**src/rtl/imm_gen_pkg.sv**
```systemverilog
// imm_gen_pkg: shared types and helpers for the RISC-V immediate generator.
//   imm_fmt_e      : 3-bit instruction format code (R,I,S,B,U,J,Z,X)
//   OP_*           : major opcode encodings (instr[6:0])
//   imm_fmt_decode : opcode/funct3 -> format code
package imm_gen_pkg;

  typedef enum logic [2:0] {
    FMT_R = 3'd0,
    FMT_I = 3'd1,
    FMT_S = 3'd2,
    FMT_B = 3'd3,
    FMT_U = 3'd4,
    FMT_J = 3'd5,
    FMT_Z = 3'd6,
    FMT_X = 3'd7
  } imm_fmt_e;

  localparam logic [6:0] OP_IMM    = 7'b0010011;
  localparam logic [6:0] OP_LOAD   = 7'b0000011;
  localparam logic [6:0] OP_JALR   = 7'b1100111;
  localparam logic [6:0] OP_IMM32  = 7'b0011011;
  localparam logic [6:0] OP_STORE  = 7'b0100011;
  localparam logic [6:0] OP_BRANCH = 7'b1100011;
  localparam logic [6:0] OP_LUI    = 7'b0110111;
  localparam logic [6:0] OP_AUIPC  = 7'b0010111;
  localparam logic [6:0] OP_JAL    = 7'b1101111;
  localparam logic [6:0] OP_SYSTEM = 7'b1110011;
  localparam logic [6:0] OP_REG    = 7'b0110011;
  localparam logic [6:0] OP_REG32  = 7'b0111011;

  // SYSTEM splits on funct3[2]: immediate-operand CSR ops carry a 5-bit zimm.
  function automatic imm_fmt_e imm_fmt_decode(input logic [6:0] opcode,
                                               input logic [2:0] funct3);
    imm_fmt_e fmt;
    case (opcode)
      OP_IMM, OP_LOAD, OP_JALR, OP_IMM32: fmt = FMT_I;
      OP_STORE:                           fmt = FMT_S;
      OP_BRANCH:                          fmt = FMT_B;
      OP_LUI, OP_AUIPC:                   fmt = FMT_U;
      OP_JAL:                             fmt = FMT_J;
      OP_SYSTEM: fmt = ((funct3 & 3'b100) != 3'b000) ? FMT_Z : FMT_I;
      OP_REG, OP_REG32:                   fmt = FMT_R;
      default:                            fmt = FMT_X;
    endcase
    return fmt;
  endfunction

endpackage

```
**src/rtl/imm_gen_core.sv**
```systemverilog
// imm_gen_core: combinational immediate extraction.
// Optional feature macro: IMM_ILLEGAL_EN (adds illegal_o).
//   instr_i   [31:0]     raw 32-bit instruction
//   imm_o     [XLEN-1:0] reassembled, sign/zero-extended immediate
//   fmt_o     [2:0]      format code
//   illegal_o            unknown format or non-32-bit encoding (IMM_ILLEGAL_EN only)
module imm_gen_core
  import imm_gen_pkg::*;
#(
  parameter int unsigned XLEN = 32
) (
  input  logic [31:0]     instr_i,
  output logic [XLEN-1:0] imm_o,
  output imm_fmt_e        fmt_o
`ifdef IMM_ILLEGAL_EN
  ,
  output logic            illegal_o
`endif
);

  always_comb begin
    fmt_o = imm_fmt_decode(instr_i[6:0], instr_i[14:12]);
    imm_o = '0;
    case (fmt_o)
      // CSR address in SYSTEM-I is an unsigned field, not an offset.
      FMT_I: imm_o = (instr_i[6:0] == OP_SYSTEM) ? XLEN'(instr_i[31:20])
                                                 : XLEN'($signed(instr_i[31:20]));
      FMT_S: imm_o = XLEN'($signed({instr_i[31:25], instr_i[11:7]}));
      FMT_B: imm_o = XLEN'($signed({instr_i[31], instr_i[7], instr_i[30:25],
                                    instr_i[11:8], 1'b0}));
      FMT_U: imm_o = XLEN'($signed({instr_i[31:12], 12'b0}));
      FMT_J: imm_o = XLEN'($signed({instr_i[31], instr_i[19:12], instr_i[20],
                                    instr_i[30:21], 1'b0}));
      FMT_Z: imm_o = XLEN'(instr_i[19:15]);
      default: imm_o = '0;
    endcase
  end

`ifdef IMM_ILLEGAL_EN
  assign illegal_o = (fmt_o == FMT_X) || (instr_i[1:0] != 2'b11);
`endif

endmodule

```
**src/rtl/imm_gen_pipe.sv**
```systemverilog
// imm_gen_pipe: registered immediate generator with valid/ready handshake
// and a 2-entry skid buffer (main output register + one skid register).
// Optional feature macro: IMM_ILLEGAL_EN (adds out_illegal).
//   clk, rst     clock (rising edge), asynchronous active-high reset
//   in_valid/in_ready/in_instr        upstream handshake + instruction
//   out_valid/out_ready               downstream handshake
//   out_imm [XLEN-1:0], out_fmt [2:0] extended immediate and format code
//   out_illegal                       illegal flag (IMM_ILLEGAL_EN only)
module imm_gen_pipe
  import imm_gen_pkg::*;
#(
  parameter int unsigned XLEN = 32,
  parameter int unsigned ILEN = 32
) (
  input  logic            clk,
  input  logic            rst,
  input  logic            in_valid,
  output logic            in_ready,
  input  logic [ILEN-1:0] in_instr,
  output logic            out_valid,
  input  logic            out_ready,
  output logic [XLEN-1:0] out_imm,
  output logic [2:0]      out_fmt
`ifdef IMM_ILLEGAL_EN
  ,
  output logic            out_illegal
`endif
);

  logic [XLEN-1:0] core_imm;
  imm_fmt_e        core_fmt;

  logic            main_valid_q, main_valid_d;
  logic [XLEN-1:0] main_imm_q,   main_imm_d;
  imm_fmt_e        main_fmt_q,   main_fmt_d;
  logic            skid_valid_q, skid_valid_d;
  logic [XLEN-1:0] skid_imm_q,   skid_imm_d;
  imm_fmt_e        skid_fmt_q,   skid_fmt_d;
`ifdef IMM_ILLEGAL_EN
  logic            core_ill;
  logic            main_ill_q, main_ill_d;
  logic            skid_ill_q, skid_ill_d;
`endif

  logic accept;

  imm_gen_core #(.XLEN(XLEN)) u_core (
    .instr_i   (in_instr),
    .imm_o     (core_imm),
    .fmt_o     (core_fmt)
`ifdef IMM_ILLEGAL_EN
    ,
    .illegal_o (core_ill)
`endif
  );

  // in_ready depends only on registered skid occupancy.
  assign in_ready = ~skid_valid_q;
  assign accept   = in_valid & in_ready;

  always_comb begin
    main_valid_d = main_valid_q;
    main_imm_d   = main_imm_q;
    main_fmt_d   = main_fmt_q;
    skid_valid_d = skid_valid_q;
    skid_imm_d   = skid_imm_q;
    skid_fmt_d   = skid_fmt_q;
`ifdef IMM_ILLEGAL_EN
    main_ill_d   = main_ill_q;
    skid_ill_d   = skid_ill_q;
`endif
    if (!main_valid_q || out_ready) begin
      // Main is free this edge; a full skid always has priority and
      // blocks new acceptance (in_ready=0) so ordering is kept.
      if (skid_valid_q) begin
        main_valid_d = 1'b1;
        main_imm_d   = skid_imm_q;
        main_fmt_d   = skid_fmt_q;
        skid_valid_d = 1'b0;
`ifdef IMM_ILLEGAL_EN
        main_ill_d   = skid_ill_q;
`endif
      end else if (accept) begin
        main_valid_d = 1'b1;
        main_imm_d   = core_imm;
        main_fmt_d   = core_fmt;
`ifdef IMM_ILLEGAL_EN
        main_ill_d   = core_ill;
`endif
      end else begin
        main_valid_d = 1'b0;
      end
    end else if (accept) begin
      skid_valid_d = 1'b1;
      skid_imm_d   = core_imm;
      skid_fmt_d   = core_fmt;
`ifdef IMM_ILLEGAL_EN
      skid_ill_d   = core_ill;
`endif
    end
  end

  always_ff @(posedge clk or posedge rst) begin
    if (rst) begin
      main_valid_q <= 1'b0;
      main_imm_q   <= '0;
      main_fmt_q   <= FMT_R;
      skid_valid_q <= 1'b0;
      skid_imm_q   <= '0;
      skid_fmt_q   <= FMT_R;
`ifdef IMM_ILLEGAL_EN
      main_ill_q   <= 1'b0;
      skid_ill_q   <= 1'b0;
`endif
    end else begin
      main_valid_q <= main_valid_d;
      main_imm_q   <= main_imm_d;
      main_fmt_q   <= main_fmt_d;
      skid_valid_q <= skid_valid_d;
      skid_imm_q   <= skid_imm_d;
      skid_fmt_q   <= skid_fmt_d;
`ifdef IMM_ILLEGAL_EN
      main_ill_q   <= main_ill_d;
      skid_ill_q   <= skid_ill_d;
`endif
    end
  end

  assign out_valid = main_valid_q;
  assign out_imm   = main_imm_q;
  assign out_fmt   = main_fmt_q;
`ifdef IMM_ILLEGAL_EN
  assign out_illegal = main_ill_q;
`endif

endmodule

```
**config.mk**
```make
export PLATFORM = sky130hd
export DESIGN_NAME = imm_gen_pipe
export DESIGN_NICKNAME = d
export VERILOG_FILES = /design/src/rtl/imm_gen_pkg.sv /design/src/rtl/imm_gen_core.sv /design/src/rtl/imm_gen_pipe.sv
export SDC_FILE = /design/constraint.sdc
export NUM_CORES = 1
export LEC_CHECK = 0
export BUFFER_PORTS_ARGS = -buffer_cell sky130_fd_sc_hd__clkbuf_2
export CORE_UTILIZATION = 51
export CTS_BUF_LIST = sky130_fd_sc_hd__clkbuf_16
export CTS_CLUSTER_DIAMETER = 30
export CTS_CLUSTER_SIZE = 28
export DETAILED_ROUTE_END_ITERATION = 8
export HOLD_SLACK_MARGIN = 0.08
export PLACE_DENSITY = 0.75
export SLEW_MARGIN = 20
export SYNTH_ARGS = -nofsm -noshare
export SYNTH_HDL_FRONTEND = slang
export SYNTH_SLANG_ARGS = --single-unit
```
**constraint.sdc**
```tcl
create_clock -name clk -period 6.1 [get_ports clk]
set_input_delay 1.22 -clock clk [delete_from_list [all_inputs] [get_ports clk]]
set_output_delay 1.22 -clock clk [all_outputs]
set_load 0.02 [all_outputs]
```
==> results of run 1 <==
## sequential cells by signal, summed over array words and instances, names as in the netlist
| name | cells |
|---|---|
| out_valid | 1 |
| skid_valid_q | 1 |
| skid_imm_q | 32 |
| out_fmt | 3 |
| skid_fmt_q | 3 |
| out_imm | 32 |
## cell type report
| cell class | count | area [um^2] |
|---|---|---|
| fill | 613 | 2620 |
| inverter | 4 | 15.0 |
| clock inverter | 5 | 26.3 |
| tap | 96 | 120 |
| sequential | 72 | 1800 |
| multi-input combinational | 291 | 1630 |
| timing repair buffer | 77 | 398 |
| clock buffer | 9 | 225 |
## metal layers
metal,part of all wire [%],vias to the layer above
li1,-,1557
met1,45,1576
met2,48,115
met3,5.2,13
met4,1.7,0
met5,0,-
## cells in the final DEF, fill, tap and decap left out, drive strengths merged, types with 10 or more instances in the layout
master / instances
o21ai: 20
a21oi: 28
a31oi: 40
nor3: 36
clkbuf: 81
nor2: 52
dfrtp: 72
and3: 10
nand2: 33
o21bai: 21
## critical path, delay by kind of cell
kind            cells  cell delay, ps
simple gates        3            2000
compound gates      1             170
buf+inv             1             110
## cell families after synthesis
family,after synthesis,synth area share [%]
AND/OR/NAND/NOR,162,21.6
AO/OA/AOI/OAI,128,22.8
multiplexers,1,0.311
flip-flops,72,49.8
buffers and inverters,36,5.50
## per-stage QoR
stage          worst slack, ps  instances  hold slack, ps
2_1_floorplan             3060        399             440
3_3_place_gp              2110        540             455
3_5_place_dp              2040        540             459
4_1_cts                   2300        554             473
5_1_grt                   2450        554             489
6_report                  2750        554             472
## power by group
| part | internal, uW | switching (uW) |
|---|---|---|
| sequential | 567 | 51.1 |
| clock | 266 | 185 |
| combinational | 114 | 192 |
| total | 947 | 428 |
## worst paths after layout
path                                           start                         end  cells after the start
max in group asynchronous                        rst  skid_imm_q[11]$_DFFE_PP0P_                      3
min                        skid_fmt_q[0]$_DFFE_PP0P_   skid_fmt_q[0]$_DFFE_PP0P_                      2
max reg2reg                 skid_valid_q$_DFFE_PP0P_  skid_imm_q[17]$_DFFE_PP0P_                      4
min in group asynchronous                        rst      out_imm[5]$_DFFE_PP0P_                      3
max                                        out_ready  skid_imm_q[17]$_DFFE_PP0P_                      5
min reg2reg                skid_fmt_q[0]$_DFFE_PP0P_   skid_fmt_q[0]$_DFFE_PP0P_                      2
==> flow_metrics.tcl, run 1 <==
set metrics [dict create \
    outcome "finished clean" \
    worst_path_largest_cell_delay_ps 740 \
    ios 73 \
    cts_tree "done" \
    rows 30 \
    grt_first_pass_wirelength_um 15000 \
    end_kind "flip-flop" \
    hpwlAfterDp_um 6010 \
    place.gp.congestion 0.910 \
    met3_usage_pct 5.24 \
    die_y_um 86.2 \
    synth_cell_types 41 \
    peakVddDrop_v 0.000151 \
    critPathKind "input pin to flip-flop" \
    dieArea_um2 7440 \
    clk_latency_ps 330 \
    synth_area_leaders "dfrtp_1 50%, a31oi_1 6.9%, nor2_1 5.3%, nor3_1 4.8%, o21bai_1 4.1%" \
    ys_seq_area_share_pct 49.8 \
    netlist.area_leader.share_pct 49.8 \
    start_kind "input pin" \
    cp.arrival_ps 3510 \
    postCtsSetupBuffers 0 \
    critical_path.slowest_cell "nor2_1" \
    tightest_slew_ps 1070 \
    grt_start_max_net_pins 73 \
    path_max_fanout 28 \
    synth_top_cell_by_area "dfrtp_1" \
    hold_viol_final 0 \
    drt_iter0_markers 298 \
    final_antenna_net_count 0 \
    synthCells 399 \
    use_met1_pct 36.2 \
    fin_util_pct 61.6 \
    vias 3261 \
    max_freq_mhz 298 \
    fin_crit_ps 3350 \
    wire_per_inst_um 16.3 \
    setup-tns-final_ps 0 \
    hold_buffers 0 \
    drcViolationCount 0 \
    place_area_um2 3960 \
    synth.most_common_cell "dfrtp_1" \
    nets 491 \
    worstPathRequired_ps 6260 \
    p_per_area_nw_per_um2 327 \
    synth_edf_count 0 \
    h-tree-depth 3 \
    post_cts_resize_count 0 \
    leakage_uw 0.00187 \
    synth_flop_cell "dfrtp_1" \
    synthesis.area_um2 3620 \
    cts_made_buffers 9 \
    vias_per_cell 5.89 \
    maxCapViolCount 0 \
    drive_gt1_share_pct 22.5 \
    grt_use_total_pct 26.3 \
    async_reset_ff_share_pct 100 \
    start_util_pct 53.0 \
    core_um2 6830 \
    r2r_slack_ps 2750 \
    rsz0062_at_grt "no" \
    cts_max_path_buffers 2 \
    hold_class "flip-flop to flip-flop" \
    synth_seq_cells 72 \
    top_usage_layer "met2" \
    grt_antenna_before_repair 0 \
    drt_wl_total_um 9020 \
    synth_nets 435 \
    total_power_uw 1380 \
    maxSlewHeadroom_pct 28.8 \
    grt_use_met2_pct 41.6 \
    clock_sink_count 72 \
    crit_chain "clkbuf_2 -> nor2b_4 -> nand3_1 -> nor2_1 -> a31oi_1" \
    drv_slew 0 \
    finalClockSkew_ps 7.14 \
    yosys_warnings 0 \
    root_buffer "clkbuf_16" \
    synthTopCellsByCount "72 x dfrtp_1, 51 x nor2_1, 40 x a31oi_1" \
    grt_overflow_total 0 \
    area_delta_synth_final_pct 16.4 \
    port_buffers 72 \
    final_cell_area_um2 4210 \
    finalSetupViolations 0 \
    syn_avg_cell_area_um2 9.07 \
    die_x_um 86.2 \
    firstDrtPassIters 5 \
    grt_pass1_vias 3037 \
    n_antenna_cell 0 \
    clk_pin_slew_ps 50 \
    period_share_pct 55.0 \
]
Note: power is estimated with default switching activity, not from simulation.
==> run 2: changes to the inputs <==
Clock period 6.1 ns to 3.1 ns, I/O delays scaled along.
==> run 2 against run 1 <==
Net effect:
- sequential cell count did not move
- die area did not move
- combinational power rose by 99%
- critical path depth rose by 2
- total power rose by 100%
- worst hold slack improved by 2.4 ps
- via count rose by 0.55%
- clock skew fell by 3.5 ps
- register-to-register slack got worse by 1700 ps
- routed wire length rose by 2.3%
- largest power group unchanged
==> flow_metrics.tcl, run 2 (synthesis gave the netlist of run 1 again) <==
set metrics [dict create \
    drive_gt1_share_pct 24.0 \
    worstPathRequired_ps 3280 \
    h-tree-depth 3 \
    setup_ws_ps 854 \
    r2r_slack_ps 1060 \
    hold_slack_ps 474 \
    p_sw_uw 856 \
    period_share_pct 72.4 \
    vias 3279 \
    whs_path_depth 2 \
    dp_slack_ps 526 \
    cts_made_buffers 9 \
    grt_start_max_net_pins 73 \
    firstDrtPassIters 4 \
    core_um2 6830 \
    crit_start "in_instr[4]" \
    nets 497 \
    clk_pin_slew_ps 50 \
    worst_path_largest_cell_delay_ps 540 \
    final_antenna_net_count 0 \
    tightest_slew_ps 902 \
    post_cts_resize_count 0 \
    p_per_area_nw_per_um2 656 \
    crit_chain "clkbuf_2 -> and3b_1 -> a222oi_1 -> nor3b_2 -> nand3_2 -> buf_4 -> a31oi_1" \
    wire_per_inst_um 16.4 \
    root_buffer "clkbuf_16" \
    end_kind "flip-flop" \
    rows 30 \
    drv_slew 0 \
    finalSetupViolations 0 \
    crit_end "skid_imm_q[21]$_DFFE_PP0P_" \
    hold_buffers 0 \
    hold_class "flip-flop to flip-flop" \
    max_freq_mhz 445 \
    hpwlAfterDp_um 6160 \
    grt_use_total_pct 26.1 \
    cts_max_path_buffers 2 \
    critPathKind "input pin to flip-flop" \
    pwr-share-clk_pct 35.2 \
    power_frac_seq_pct 43.2 \
    setup-tns-final_ps 0 \
    rsz0062_at_grt "no" \
    maxCapViolCount 0 \
    grt_pass1_vias 3104 \
    grt_first_pass_wirelength_um 15000 \
    hold_viol_final 0 \
    die_x_um 86.2 \
    n_antenna_cell 0 \
    share_comb_of_total_power_pct 21.6 \
    die_y_um 86.2 \
    cp.arrival_ps 2420 \
    fin_crit_ps 2250 \
    start_kind "input pin" \
    place_area_um2 4000 \
    start_util_pct 53.0 \
    mostFrequentLayoutCells "72 x clkbuf_2, 72 x dfrtp_1, 51 x nor2_1" \
    leakage_uw 0.00191 \
    drcViolationCount 0 \
    power.internal_uw 1960 \
    outcome "finished clean" \
    peakVddDrop_v 0.000337 \
    clk_latency_ps 320 \
    r2r_start "skid_valid_q$_DFFE_PP0P_" \
    postCtsSetupBuffers 0 \
    vias_per_cell 5.83 \
    fin_util_pct 62.8 \
    cts_tree "done" \
    finalClockSkew_ps 3.68 \
    area_delta_synth_final_pct 18.5 \
    place.gp.congestion 0.931 \
    dieArea_um2 7440 \
    final_cell_area_um2 4290 \
    path_max_fanout 40 \
    rr_worst_depth 5 \
    port_buffers 72 \
    maxSlewHeadroom_pct 39.8 \
    drt_wl_total_um 9230 \
    grt_overflow_total 0 \
    drt_iter0_markers 282 \
    critical_path.slowest_cell "a222oi_1" \
    clock_sink_count 72 \
    r2r-end "out_imm[17]$_DFFE_PP0P_" \
    ios 73 \
    swShare_pct 30.4 \
    grt_antenna_before_repair 0 \
]
run 2: cell count changes in the layout (fill, tap and decap cells not counted):
cell,delta
buf_4,+6
bufinv_16,+1
clkinv_1,-1
clkinv_2,+2
nor2b_2,+1
nor2b_4,-1
run 2: final cells by class:
| class | count | area [um^2] |
|---|---|---|
| clock buffers | 9 | 225 |
| clock inverters | 7 | 62.6 |
| fillers | 635 | 2540 |
| inverters | 4 | 15.0 |
| multi-input cells | 291 | 1620 |
| flip-flops and latches | 72 | 1800 |
| well taps | 96 | 120 |
| repair buffers | 83 | 443 |
run 2: per-stage QoR:
stage | power, uW | std cells
finish | 2810 | 562
global route | 2950 | 562
CTS | 2830 | 562
detailed placement | 1840 | 546
global placement | 1820 | 546
floorplan | 1630 | 399
run 2: critical path, delay by kind of cell:
family,cells,cell delay (ps)
AOI/OAI and AO/OA,2,690
buffers and inverters,2,650
and+or+nand+nor,3,460
run 2: power by group through the flow:
stage / clock network, uW / logic (uW) / registers, uW
finish: 990 / 608 / 1220
detailed placement: 0 / 609 / 1230
CTS: 1000 / 612 / 1210
global route: 1050 / 669 / 1230
floorplan: 0 / 307 / 1320
global placement: 0 / 595 / 1220
run 2: layer usage:
metal	routed length, um	vias up	track usage, %
li1	-	1567	-
met1	4000	1595	33.2
met2	4630	110	45.4
met3	524	7	5.33
met4	81	0	6.82
met5	0	-	0
run 2: worst min path at each step:
stage | from | to
after floorplan | skid_fmt_q[0]$_DFFE_PP0P_ | skid_fmt_q[0]$_DFFE_PP0P_
after global placement | skid_fmt_q[0]$_DFFE_PP0P_ | skid_fmt_q[0]$_DFFE_PP0P_
after detailed placement | skid_fmt_q[0]$_DFFE_PP0P_ | skid_fmt_q[0]$_DFFE_PP0P_
after CTS | skid_fmt_q[0]$_DFFE_PP0P_ | skid_fmt_q[0]$_DFFE_PP0P_
after global routing | skid_fmt_q[0]$_DFFE_PP0P_ | skid_fmt_q[0]$_DFFE_PP0P_
final | skid_fmt_q[1]$_DFFE_PP0P_ | skid_fmt_q[1]$_DFFE_PP0P_
